==> config.mk <==
export PLATFORM = sky130hd
export DESIGN_NAME = mem_access_unit
export DESIGN_NICKNAME = d
export VERILOG_FILES = /design/src/rtl/mem_access_unit_pkg.sv /design/src/rtl/mem_access_unit_mem_wb.sv /design/src/rtl/mem_access_unit.sv
export SDC_FILE = /design/constraint.sdc
export NUM_CORES = 1
export LEC_CHECK = 0
export BUFFER_PORTS_ARGS = -buffer_cell sky130_fd_sc_hd__buf_4
export CAP_MARGIN = 0
export CORE_MARGIN = 2
export CORE_UTILIZATION = 49
export CTS_BUF_LIST = sky130_fd_sc_hd__clkbuf_8
export DETAILED_ROUTE_END_ITERATION = 16
export PLACE_DENSITY_LB_ADDON = 0.3
export RECOVER_POWER = 50
export SYNTH_ARGS = -nofsm -noshare
export SYNTH_HDL_FRONTEND = slang
export SYNTH_SLANG_ARGS = --single-unit
export TNS_END_PERCENT = 100
==> constraint.sdc <==
create_clock -name clk -period 2.6 [get_ports clk]
set_input_delay 0.13 -clock clk [delete_from_list [all_inputs] [get_ports clk]]
set_output_delay 0.13 -clock clk [all_outputs]
set_load 0.1 [all_outputs]
==> src/rtl/mem_access_unit_pkg.sv <==
// Shared MEM-stage definitions: FSM encoding, default parameters and the
// ALU-result to data-memory word-address mapping.
package mem_access_unit_pkg;

    typedef enum logic {
        ST_IDLE = 1'b0,
        ST_WAIT = 1'b1
    } mau_state_e;

    localparam int unsigned ADDR_OFFSET_DEF = 1024;
    localparam int unsigned TIMEOUT_DEF     = 255;

    // Word address = bits [17:2] of the offset-corrected byte address.
    function automatic logic [15:0] mem_word_addr(input logic [31:0] alu_res,
                                                  input logic [31:0] offset);
        return 16'((alu_res - offset) >> 2);
    endfunction

endpackage

==> src/rtl/mem_access_unit_mem_wb.sv <==
// MEM/WB pipeline register: loads the stage results, or inserts a bubble that
// clears only the writeback and load-enable controls.
module mem_wb_reg (
    input  logic        clk,
    input  logic        rst,
    input  logic        load_i,
    input  logic        bubble_i,
    input  logic        data_load_i,
    input  logic        wb_en_i,
    input  logic        mem_r_en_i,
    input  logic [31:0] alu_res_i,
    input  logic [31:0] mem_data_i,
    input  logic [3:0]  dest_i,
    output logic        wb_en_o,
    output logic        mem_r_en_o,
    output logic [31:0] alu_res_o,
    output logic [31:0] mem_data_o,
    output logic [3:0]  dest_o
);
    logic        wb_en_q, mem_r_en_q;
    logic [31:0] alu_res_q, mem_data_q;
    logic [3:0]  dest_q;

    always_ff @(posedge clk or negedge rst) begin
        if (!rst) begin
            wb_en_q    <= 1'b0;
            mem_r_en_q <= 1'b0;
            alu_res_q  <= '0;
            mem_data_q <= '0;
            dest_q     <= '0;
        end else begin
            if (bubble_i) begin
                wb_en_q    <= 1'b0;
                mem_r_en_q <= 1'b0;
            end else if (load_i) begin
                wb_en_q    <= wb_en_i;
                mem_r_en_q <= mem_r_en_i;
                alu_res_q  <= alu_res_i;
                dest_q     <= dest_i;
            end
            if (data_load_i) begin
                mem_data_q <= mem_data_i;
            end
        end
    end

    assign wb_en_o    = wb_en_q;
    assign mem_r_en_o = mem_r_en_q;
    assign alu_res_o  = alu_res_q;
    assign mem_data_o = mem_data_q;
    assign dest_o     = dest_q;

endmodule

==> src/rtl/mem_access_unit.sv <==
// MEM pipeline stage: issues one external access per LDR/STR and stalls the
// front of the pipe until the ack arrives or the wait budget runs out.
//
// state | meaning
// IDLE  | no access outstanding; non-memory results pass straight to MEM/WB
// WAIT  | request outstanding; ack budget counting down toward abort
module mem_access_unit
    import mem_access_unit_pkg::*;
#(
    parameter int unsigned ADDR_OFFSET = ADDR_OFFSET_DEF,
    parameter int unsigned TIMEOUT     = TIMEOUT_DEF
) (
    input  logic        clk,
    input  logic        rst,
    input  logic        valid_i,
    input  logic [31:0] alu_res_i,
    input  logic [31:0] rm_val_i,
    input  logic        mem_r_en_i,
    input  logic        mem_w_en_i,
    input  logic        wb_en_i,
    input  logic [3:0]  dest_i,
    output logic        stall_o,
    output logic        mem_req_o,
    output logic        mem_we_o,
    output logic [15:0] mem_addr_o,
    output logic [31:0] mem_wdata_o,
    input  logic [31:0] mem_rdata_i,
    input  logic        mem_ack_i,
    output logic        wb_en_o,
    output logic        mem_r_en_o,
    output logic [31:0] alu_res_o,
    output logic [31:0] mem_data_o,
    output logic [3:0]  dest_o,
    output logic        err_o
);
    localparam logic [31:0] OFFSET_C  = 32'(ADDR_OFFSET);
    localparam logic [7:0]  TIMEOUT_C = 8'(TIMEOUT);

    mau_state_e  state_q, state_d;
    logic [7:0]  cnt_q, cnt_d;
    logic        req_q, req_d;
    logic        we_q, we_d;
    logic        err_q, err_d;
    logic [15:0] addr_q, addr_d;
    logic [31:0] wdata_q, wdata_d;
    logic        mem_op, stall, wb_load, wb_bubble, wb_data_load, wb_kill;

    assign mem_op = valid_i & (mem_r_en_i | mem_w_en_i);

    always_ff @(posedge clk or negedge rst) begin
        if (!rst) begin
            state_q <= ST_IDLE;
            cnt_q   <= '0;
            req_q   <= 1'b0;
            we_q    <= 1'b0;
            err_q   <= 1'b0;
            addr_q  <= '0;
            wdata_q <= '0;
        end else begin
            state_q <= state_d;
            cnt_q   <= cnt_d;
            req_q   <= req_d;
            we_q    <= we_d;
            err_q   <= err_d;
            addr_q  <= addr_d;
            wdata_q <= wdata_d;
        end
    end

    // The wait budget is a down-counter: loaded on issue, abort when it hits zero.
    always_comb begin
        state_d      = state_q;
        cnt_d        = cnt_q;
        req_d        = req_q;
        we_d         = we_q;
        err_d        = err_q;
        addr_d       = addr_q;
        wdata_d      = wdata_q;
        stall        = 1'b0;
        wb_load      = 1'b0;
        wb_bubble    = 1'b0;
        wb_data_load = 1'b0;
        wb_kill      = 1'b0;
        case (state_q)
            ST_IDLE: begin
                if (mem_op) begin
                    stall     = 1'b1;
                    wb_bubble = 1'b1;
                    state_d   = ST_WAIT;
                    cnt_d     = TIMEOUT_C;
                    req_d     = 1'b1;
                    we_d      = mem_w_en_i & ~mem_r_en_i;
                    addr_d    = mem_word_addr(alu_res_i, OFFSET_C);
                    wdata_d   = rm_val_i;
                end else if (valid_i) begin
                    wb_load = 1'b1;
                end else begin
                    wb_bubble = 1'b1;
                end
            end
            ST_WAIT: begin
                if (mem_ack_i) begin
                    wb_load      = 1'b1;
                    wb_data_load = ~we_q;
                    state_d      = ST_IDLE;
                    req_d        = 1'b0;
                    we_d         = 1'b0;
                end else if (cnt_q == 8'd0) begin
                    wb_load = 1'b1;
                    wb_kill = 1'b1;
                    err_d   = 1'b1;
                    state_d = ST_IDLE;
                    req_d   = 1'b0;
                    we_d    = 1'b0;
                end else begin
                    stall     = 1'b1;
                    wb_bubble = 1'b1;
                    cnt_d     = cnt_q - 8'd1;
                end
            end
            default: state_d = ST_IDLE;
        endcase
    end

    // Reset must release the pipeline in the same cycle, even with a mem op presented.
    assign stall_o     = rst & stall;
    assign mem_req_o   = req_q;
    assign mem_we_o    = we_q;
    assign mem_addr_o  = addr_q;
    assign mem_wdata_o = wdata_q;
    assign err_o       = err_q;

    mem_wb_reg u_mem_wb (
        .clk         (clk),
        .rst         (rst),
        .load_i      (wb_load),
        .bubble_i    (wb_bubble),
        .data_load_i (wb_data_load),
        .wb_en_i     (wb_en_i & ~wb_kill),
        .mem_r_en_i  (mem_r_en_i),
        .alu_res_i   (alu_res_i),
        .mem_data_i  (mem_rdata_i),
        .dest_i      (dest_i),
        .wb_en_o     (wb_en_o),
        .mem_r_en_o  (mem_r_en_o),
        .alu_res_o   (alu_res_o),
        .mem_data_o  (mem_data_o),
        .dest_o      (dest_o)
    );

endmodule

==> reports/results.tsv, run 1 <==
stage	metric	value	unit
cells_and_area	final core utilization	0.7799	
cts	htree depth	4	
worst_hold_path	WHS Path Cells	3	
die	Initial Utilization	0.5068	
placement	dpl cells	781	
sta	Tmin final	2.420	ns
logic_synthesis	Avg Cell Area, Syn	12.31	um2
cts	cts repair resizes	0	
pwr	power per cell area	1227	mW/mm2
sta	Max Fclk	413.2	MHz
routing	Post-DRT Antenna Nets	0	
global_route	gr usage total	0.2761	
routing	# DRC	0	
job	max cap viols	1	
sta	RSZ-0062 raised after global routing	false	
global_route	vias in the first global route	4873	
global_route	first-pass GRT wire length	24290	um
worst_setup_path	startpoint type of the worst setup path	flip-flop	
worst_hold_path	WHS Endpoint	u_mem_wb.wb_en_o	
sta	fin. max-slew vios	0	
worst_hold_path	hold_sp	mem_ack_i	
die	full die area	0.01157	mm2
worst_setup_path	CP endpoint kind	output pin	
worst_setup_path	WP data required	2.47	ns
global_route	gr ovfl total	0	
sta	Worst slew margin	0.002260	
logic_synthesis	Synth Instances	427	
sta	Fin Setup TNS	0	ns
pwr	LEAKAGE	0.003798	uW
placement	port bufs	228	
cts	clock-pin slew on the worst setup and hold paths	0.07	ns
sta	fin crit share	0.9308	
logic_synthesis	sequential cell area fraction in the yosys report	0.6190	
logic_synthesis	post-synthesis net count	537	
run_status	failing checks	max-capacitance violations	
worst_setup_path	worst r2r path cells	7	
worst_hold_path	Hold Crit Class	primary input to flip-flop	
sta	skew final	0.009148	ns
die	DIE WIDTH	107.6	um
cts	deepest clock path buffer count	2	
cts	CTS tree	done	
placement	worst slack, placed	0.3307	ns
routing	Initial DRT Pass Iterations	4	
worst_setup_path	Arr. time, crit path	2.29	ns
sta	# setup viols final	0	
die	Ports	229	
cells_and_area	Final nets	877	
cells_and_area	Finished Layout Cells	917	
cells_and_area	layout cells sized above 1	0.2872	
global_route	largest net degree at the start of global routing	60	
sta	Hold Fails Final Rpt	0	
routing	vias	4555	
logic_synthesis	synthesized cell area	0.005255	mm2
logic_synthesis	register bit total from synthesis	130	
run_status	status	finished, violations left	
routing	Routed WL	15570	um
worst_setup_path	CP max FO	10	
pwr	worst IR drop on VDD	806.3	uV
global_route	initial antenna violation count	1	
cells_and_area	Fillers	707	
worst_setup_path	r2r setup slk	0.33	ns
placement	DPL Wire Length	8999	um
logic_synthesis	synth warn	0	
die	row count	37	
routing	vias per cell	4.967	
cells_and_area	Area growth syn-to-layout	53.90	%
sta	setup ws final	0.1800	ns
cts	Skew-Pair Late Insertion Delay	0.43	ns
worst_setup_path	Worst R2R End	u_mem_wb.alu_res_o[0]	
routing	WL/cell	16.98	um
cts	root buffer cell	clkbuf_8	
sta	Worst Tran Pin Value	1.497	ns
sta	Hold Worst Slack	0.04592	ns
cts	Num CTS Buffers	17	
die	Die H	107.6	um
worst_setup_path	Crit. Startpoint	cnt_q[0]	
routing	Starting DRT DRC Count	282	
die	core area	0.01037	mm2
worst_setup_path	worst reg2reg startpoint	cnt_q[0]	
worst_setup_path	critical setup path kind	flip-flop to output pin	
placement	gp weighted congestion	0.7727	
logic_synthesis	Cell variety after synth	37	
cts	clk sinks	130	
critical path: stages, from the launching register on:
cell and delay [ns]:
dfrtp_1 0.41, inv_1 0.11, ha_1 0.16, nor3b_1 0.35, a21oi_2 0.21, nand2b_1 0.20, and2_1 0.19, buf_4 0.23
report_power, final:
part,switching (uW),leakage (uW),internal [uW]
clock network,804,0.000178,772
registers,323,0.00154,2550
logic,4600,0.00208,875
cells by family (layout without fill, tap and decap cells):
group / count (synthesis) / in the layout / share of synthesized area
other: 0 / 1 / 0
multiplexers: 69 / 69 / 0.1683
flip-flops: 130 / 130 / 0.6190
AND/OR/NAND/NOR: 165 / 165 / 0.1317
AO/OA/AOI/OAI: 27 / 27 / 0.03357
XOR/XNOR: 10 / 10 / 0.01667
buffers and inverters: 23 / 376 / 0.02357
adder cells (fa/ha/maj): 3 / 3 / 0.007144
layout by cell type (no fill, tap or decap), drive strengths merged, types with 7 or more instances in the layout:
master and instances:
buf 117, mux2 68, clkbuf 137, dfrtp 130, dlygate4sd3 103, nand2 136, clkinv 7, xor2 7
o21ai 10, nor2 7
flip-flops by register name (all words and copies together), names as in the netlist:
register             cells
u_mem_wb.wb_en_o         1
u_mem_wb.alu_res_o      32
mem_we_o                 1
u_mem_wb.dest_o          4
err_o                    1
u_mem_wb.mem_data_o     32
mem_req_o                1
cnt_q                    8
mem_wdata_o             32
u_mem_wb.mem_r_en_o      1
mem_addr_o              16
state_q                  1
worst max path at each step:
stage | depth (start not counted) | end
4_1_cts | 7 | stall_o
3_3_place_gp | 7 | u_mem_wb.alu_res_o[1]
3_5_place_dp | 7 | u_mem_wb.dest_o[1]
2_1_floorplan | 6 | stall_o
5_1_grt | 7 | stall_o
6_report | 7 | stall_o
per-stage QoR:
step | area (um2) | power [uW]
after CTS | 8532 | 10350
after global placement | 7136 | 8589
after floorplan | 5255 | 7373
after detailed placement | 7136 | 8662
after global routing | 8088 | 10260
final | 8088 | 9925
metal layers:
layer	vias up	track usage	part of all wire	routed length, um
met5	-	0	0	0
met4	0	0.1291	0.022	338
met3	29	0.07869	0.080	1247
met2	222	0.4771	0.52	8096
met1	2216	0.3157	0.38	5885
li1	2088	-	-	-
synth_stat cells:
master	instances	area [um2]
nor4_4	1	21.27
nor3_1	6	30.03
nor2_1	7	26.28
o2111ai_1	2	17.52
ha_1	3	37.54
buf_4	1	7.510
dfrtp_1	130	3253
inv_1	5	18.77
a21oi_4	1	16.27
a22oi_1	1	7.510
nand3_1	1	5.000
xnor2_1	3	26.28
mux2_4	29	435.4
or3b_2	1	8.760
xor2_1	7	61.31
o21ai_0	9	45.04
mux2_2	39	439.2
nand2_2	1	6.260
a31oi_1	3	18.77
nor3b_1	1	7.510
mux2i_1	1	10.01
o21bai_1	1	7.510
a211oi_1	3	22.52
a21oi_2	1	8.760
nand4_1	1	6.260
a21oi_1	4	20.02
a21o_1	1	7.510
nand3b_1	2	15.01
and2_1	2	12.51
nor2b_1	4	25.02
clkbuf_1	13	48.80
nand2_1	135	506.7
buf_1	1	3.750
o21ai_1	1	5.000
or4_2	1	8.760
nand2b_1	2	12.51
buf_8	3	45.04
final cells by class:
type / count / area, um2 / share of cell area
diodes: 1 / 2.502 / 0.0003094
clock buffers: 18 / 247.7 / 0.03063
clock inverters: 14 / 117.6 / 0.01454
inverters: 5 / 18.77 / 0.002321
multi-input cells: 274 / 1897 / 0.2345
flip-flops and latches: 130 / 3253 / 0.4022
well taps: 136 / 170.2 / 0.02104
repair buffers: 339 / 2381 / 0.2944
repair_timing:
action                     in CTS  in global routing
hold endpoints to repair      155                  0
hold buffers                  103                  0
setup buffers                   0                  0
setup endpoints to repair       0                  0
Power figures use the tool's default switching activity.
==> inputs of run 2 (changes only) <==
--- a/config.mk
+++ b/config.mk
@@ -12,7 +12,6 @@
 export CTS_BUF_LIST = sky130_fd_sc_hd__clkbuf_8
 export DETAILED_ROUTE_END_ITERATION = 16
 export PLACE_DENSITY_LB_ADDON = 0.3
-export RECOVER_POWER = 50
 export SYNTH_ARGS = -nofsm -noshare
 export SYNTH_HDL_FRONTEND = slang
 export SYNTH_SLANG_ARGS = --single-unit
==> run 2 against run 1 <==
  * The run now ends clean
  * First-iteration DRC count shrank 2.1%
  * Cell count unchanged
  * Fmax is essentially flat
  * Via count up 0.44%
  * Power up 4.7%
  * Combinational power increased by 8.2%
  * Worst hold slack improved by 0.0034 ns
  * Sequential power about the same
  * Sequential share of layout area decreased by 2.1 points
  * Routed wire length shrank 0.12%
==> reports/results.tsv, run 2 (synthesis gave the netlist of run 1 again) <==
stage	metric	value	unit	change
pwr	power per cell area	1217	mW/mm2	-0.80%
job	max cap viols	0		-1
worst_setup_path	Crit. Startpoint	cnt_q[0]		
sta	Tmin final	2.421	ns	+0.0007470 ns
worst_setup_path	WP data required	2.47	ns	about the same
die	core area	0.01037	mm2	unchanged
worst_setup_path	Crit path depth	7		unchanged
sta	Worst slew margin	0.5059		+0.5036
placement	Post-DP Area	0.007136	mm2	unchanged
pwr	LEAKAGE	0.004241	uW	+12%
worst_setup_path	worst reg2reg startpoint	cnt_q[0]		
cells_and_area	design area	0.008534	mm2	+5.5%
routing	Post-DRT Antenna Nets	0		unchanged
placement	gp weighted congestion	0.7727		unchanged
routing	vias per cell	4.989		+0.44%
routing	Routed WL	15550	um	-0.12%
run_status	status	completed		
die	full die area	0.01157	mm2	unchanged
die	row count	37		unchanged
worst_setup_path	Top delay family on crit path	simple AND/OR/NAND/NOR gates		
sta	setup ws final	0.1793	ns	-0.0007470 ns
pwr	worst IR drop on VDD	891.3	uV	+11%
global_route	initial antenna violation count	1		unchanged
cts	root buffer cell	clkbuf_8		
global_route	largest net degree at the start of global routing	60		unchanged
cells_and_area	layout cells sized above 1	0.4397		+0.1526
global_route	first-pass GRT wire length	24290	um	unchanged
die	Die H	107.6	um	unchanged
worst_setup_path	CP Cell Sequence	inv_1 > ha_1 > nor3b_1 > a21oi_2 > nand2b_1 > and2_1 > buf_4		
routing	Initial DRT Pass Iterations	4		unchanged
cts	Skew-Pair Late Insertion Delay	0.43	ns	about the same
routing	# DRC	0		unchanged
worst_setup_path	r2r setup slk	0.33	ns	about the same
cts	htree depth	4		unchanged
worst_hold_path	Hold Crit Class	primary input to flip-flop		
sta	Worst Tran Pin Value	0.7412	ns	-0.7554 ns
worst_setup_path	CP max FO	10		unchanged
sta	fin crit share	0.9310		about the same
sta	Fin Setup TNS	0	ns	unchanged
placement	DPL Wire Length	8999	um	unchanged
worst_setup_path	CP endpoint kind	output pin		
global_route	vias in the first global route	4873		unchanged
routing	WL/cell	16.96	um	-0.12%
sta	Max Fclk	413.1	MHz	about the same
routing	vias	4575		+0.44%
cells_and_area	Final nets	877		unchanged
cts	Post-CTS Setup Bufs	0		unchanged
sta	skew final	0.01054	ns	+0.001394 ns
routing	Starting DRT DRC Count	276		-2.1%
cts	deepest clock path buffer count	2		unchanged
worst_setup_path	Arr. time, crit path	2.29	ns	about the same
worst_setup_path	critical setup path kind	flip-flop to output pin		
worst_setup_path	Max stage delay on crit path	0.41	ns	about the same
cts	CTS tree	done		
worst_setup_path	Worst R2R End	u_mem_wb.alu_res_o[0]		
die	DIE WIDTH	107.6	um	unchanged
placement	worst slack, placed	0.3307	ns	unchanged
pwr	power after layout	10390	uW	+4.7%
cts	clock-pin slew on the worst setup and hold paths	0.07	ns	about the same
cts	clk sinks	130		unchanged
die	Ports	229		unchanged
sta	fin. max-slew vios	0		unchanged
placement	port bufs	228		unchanged
worst_setup_path	CP endpoint	stall_o		
sta	Hold Fails Final Rpt	0		unchanged
die	Initial Utilization	0.5068		unchanged
worst_setup_path	worst r2r path cells	7		unchanged
sta	RSZ-0062 raised after global routing	false		
cts	Num CTS Buffers	17		unchanged
global_route	gr usage total	0.2761		unchanged
worst_setup_path	crit path buf inv count	2		unchanged
sta	# setup viols final	0		unchanged
worst_setup_path	startpoint type of the worst setup path	flip-flop		
cells_and_area	commonest non-fill, non-tap cells in the layout	buf_4 (234), nand2_1 (135), dfrtp_1 (130), dlygate4sd3_1 (103), mux2_2 (39)		
cells_and_area	most common cell after layout, fill and taps aside	buf_4		
cells_and_area	Area growth syn-to-layout	62.40	%	
worst_setup_path	slowest CP cell	dfrtp_1		
global_route	gr ovfl total	0		unchanged
-- run 2: how the worst min path moves through the flow --
| stage | from | end | slack, ns | cells after the start |
|---|---|---|---|---|
| 5_1_grt | mem_ack_i | u_mem_wb.wb_en_o | 0.06 | 3 |
| 3_3_place_gp | rst | u_mem_wb.mem_data_o[27] | 0.15 | 1 |
| 4_1_cts | mem_ack_i | u_mem_wb.wb_en_o | 0.02 | 3 |
| 3_5_place_dp | rst | u_mem_wb.mem_data_o[21] | 0.15 | 1 |
| 2_1_floorplan | rst | cnt_q[0] | -0.17 | 0 |
| 6_report | mem_ack_i | u_mem_wb.wb_en_o | 0.05 | 3 |
-- run 2: metal layers --
layer,global-route usage,share of wire,up-vias
li1,-,-,2092
met1,0.3157,0.37,2218
met2,0.4771,0.52,228
met3,0.07869,0.083,37
met4,0.1291,0.025,0
met5,0,0,-
-- run 2: layout make-up --
class,count,area [um2]
antenna,1,2.502
clock buffer,18,247.7
clock inverter,14,117.6
fill,557,1836
inverter,5,18.77
multi-input combinational,274,1897
sequential,130,3253
tap,136,170.2
timing repair buffer,339,2828
-- run 2: repair_timing --
| action | CTS | global route |
|---|---|---|
| resized for setup | 0 | 0 |
| endpoints found under the setup margin | 0 | 0 |
| endpoints found under the hold margin | 155 | 0 |
| hold buffers | 103 | 0 |
-- run 2: per-stage QoR --
stage,util,hold slack [ns],std cells
floorplan,-,-0.1656,427
global placement,0.6881,0.1530,781
detailed placement,0.6881,0.1507,781
CTS,0.8228,0.01941,916
global route,0.8230,0.05875,917
finish,0.8230,0.04934,917
-- run 2: report_power, final --
| group | internal (uW) | switching (uW) |
|---|---|---|
| Sequential | 2550 | 334 |
| Clock | 772 | 804 |
| Combinational | 1330 | 4600 |
| Total | 4650 | 5740 |
-- run 2: worst min-delay path, cell delays in order --
cell and delay [ns]:
buf_4 0.11, a22oi_1 0.08, nor2b_1 0.11
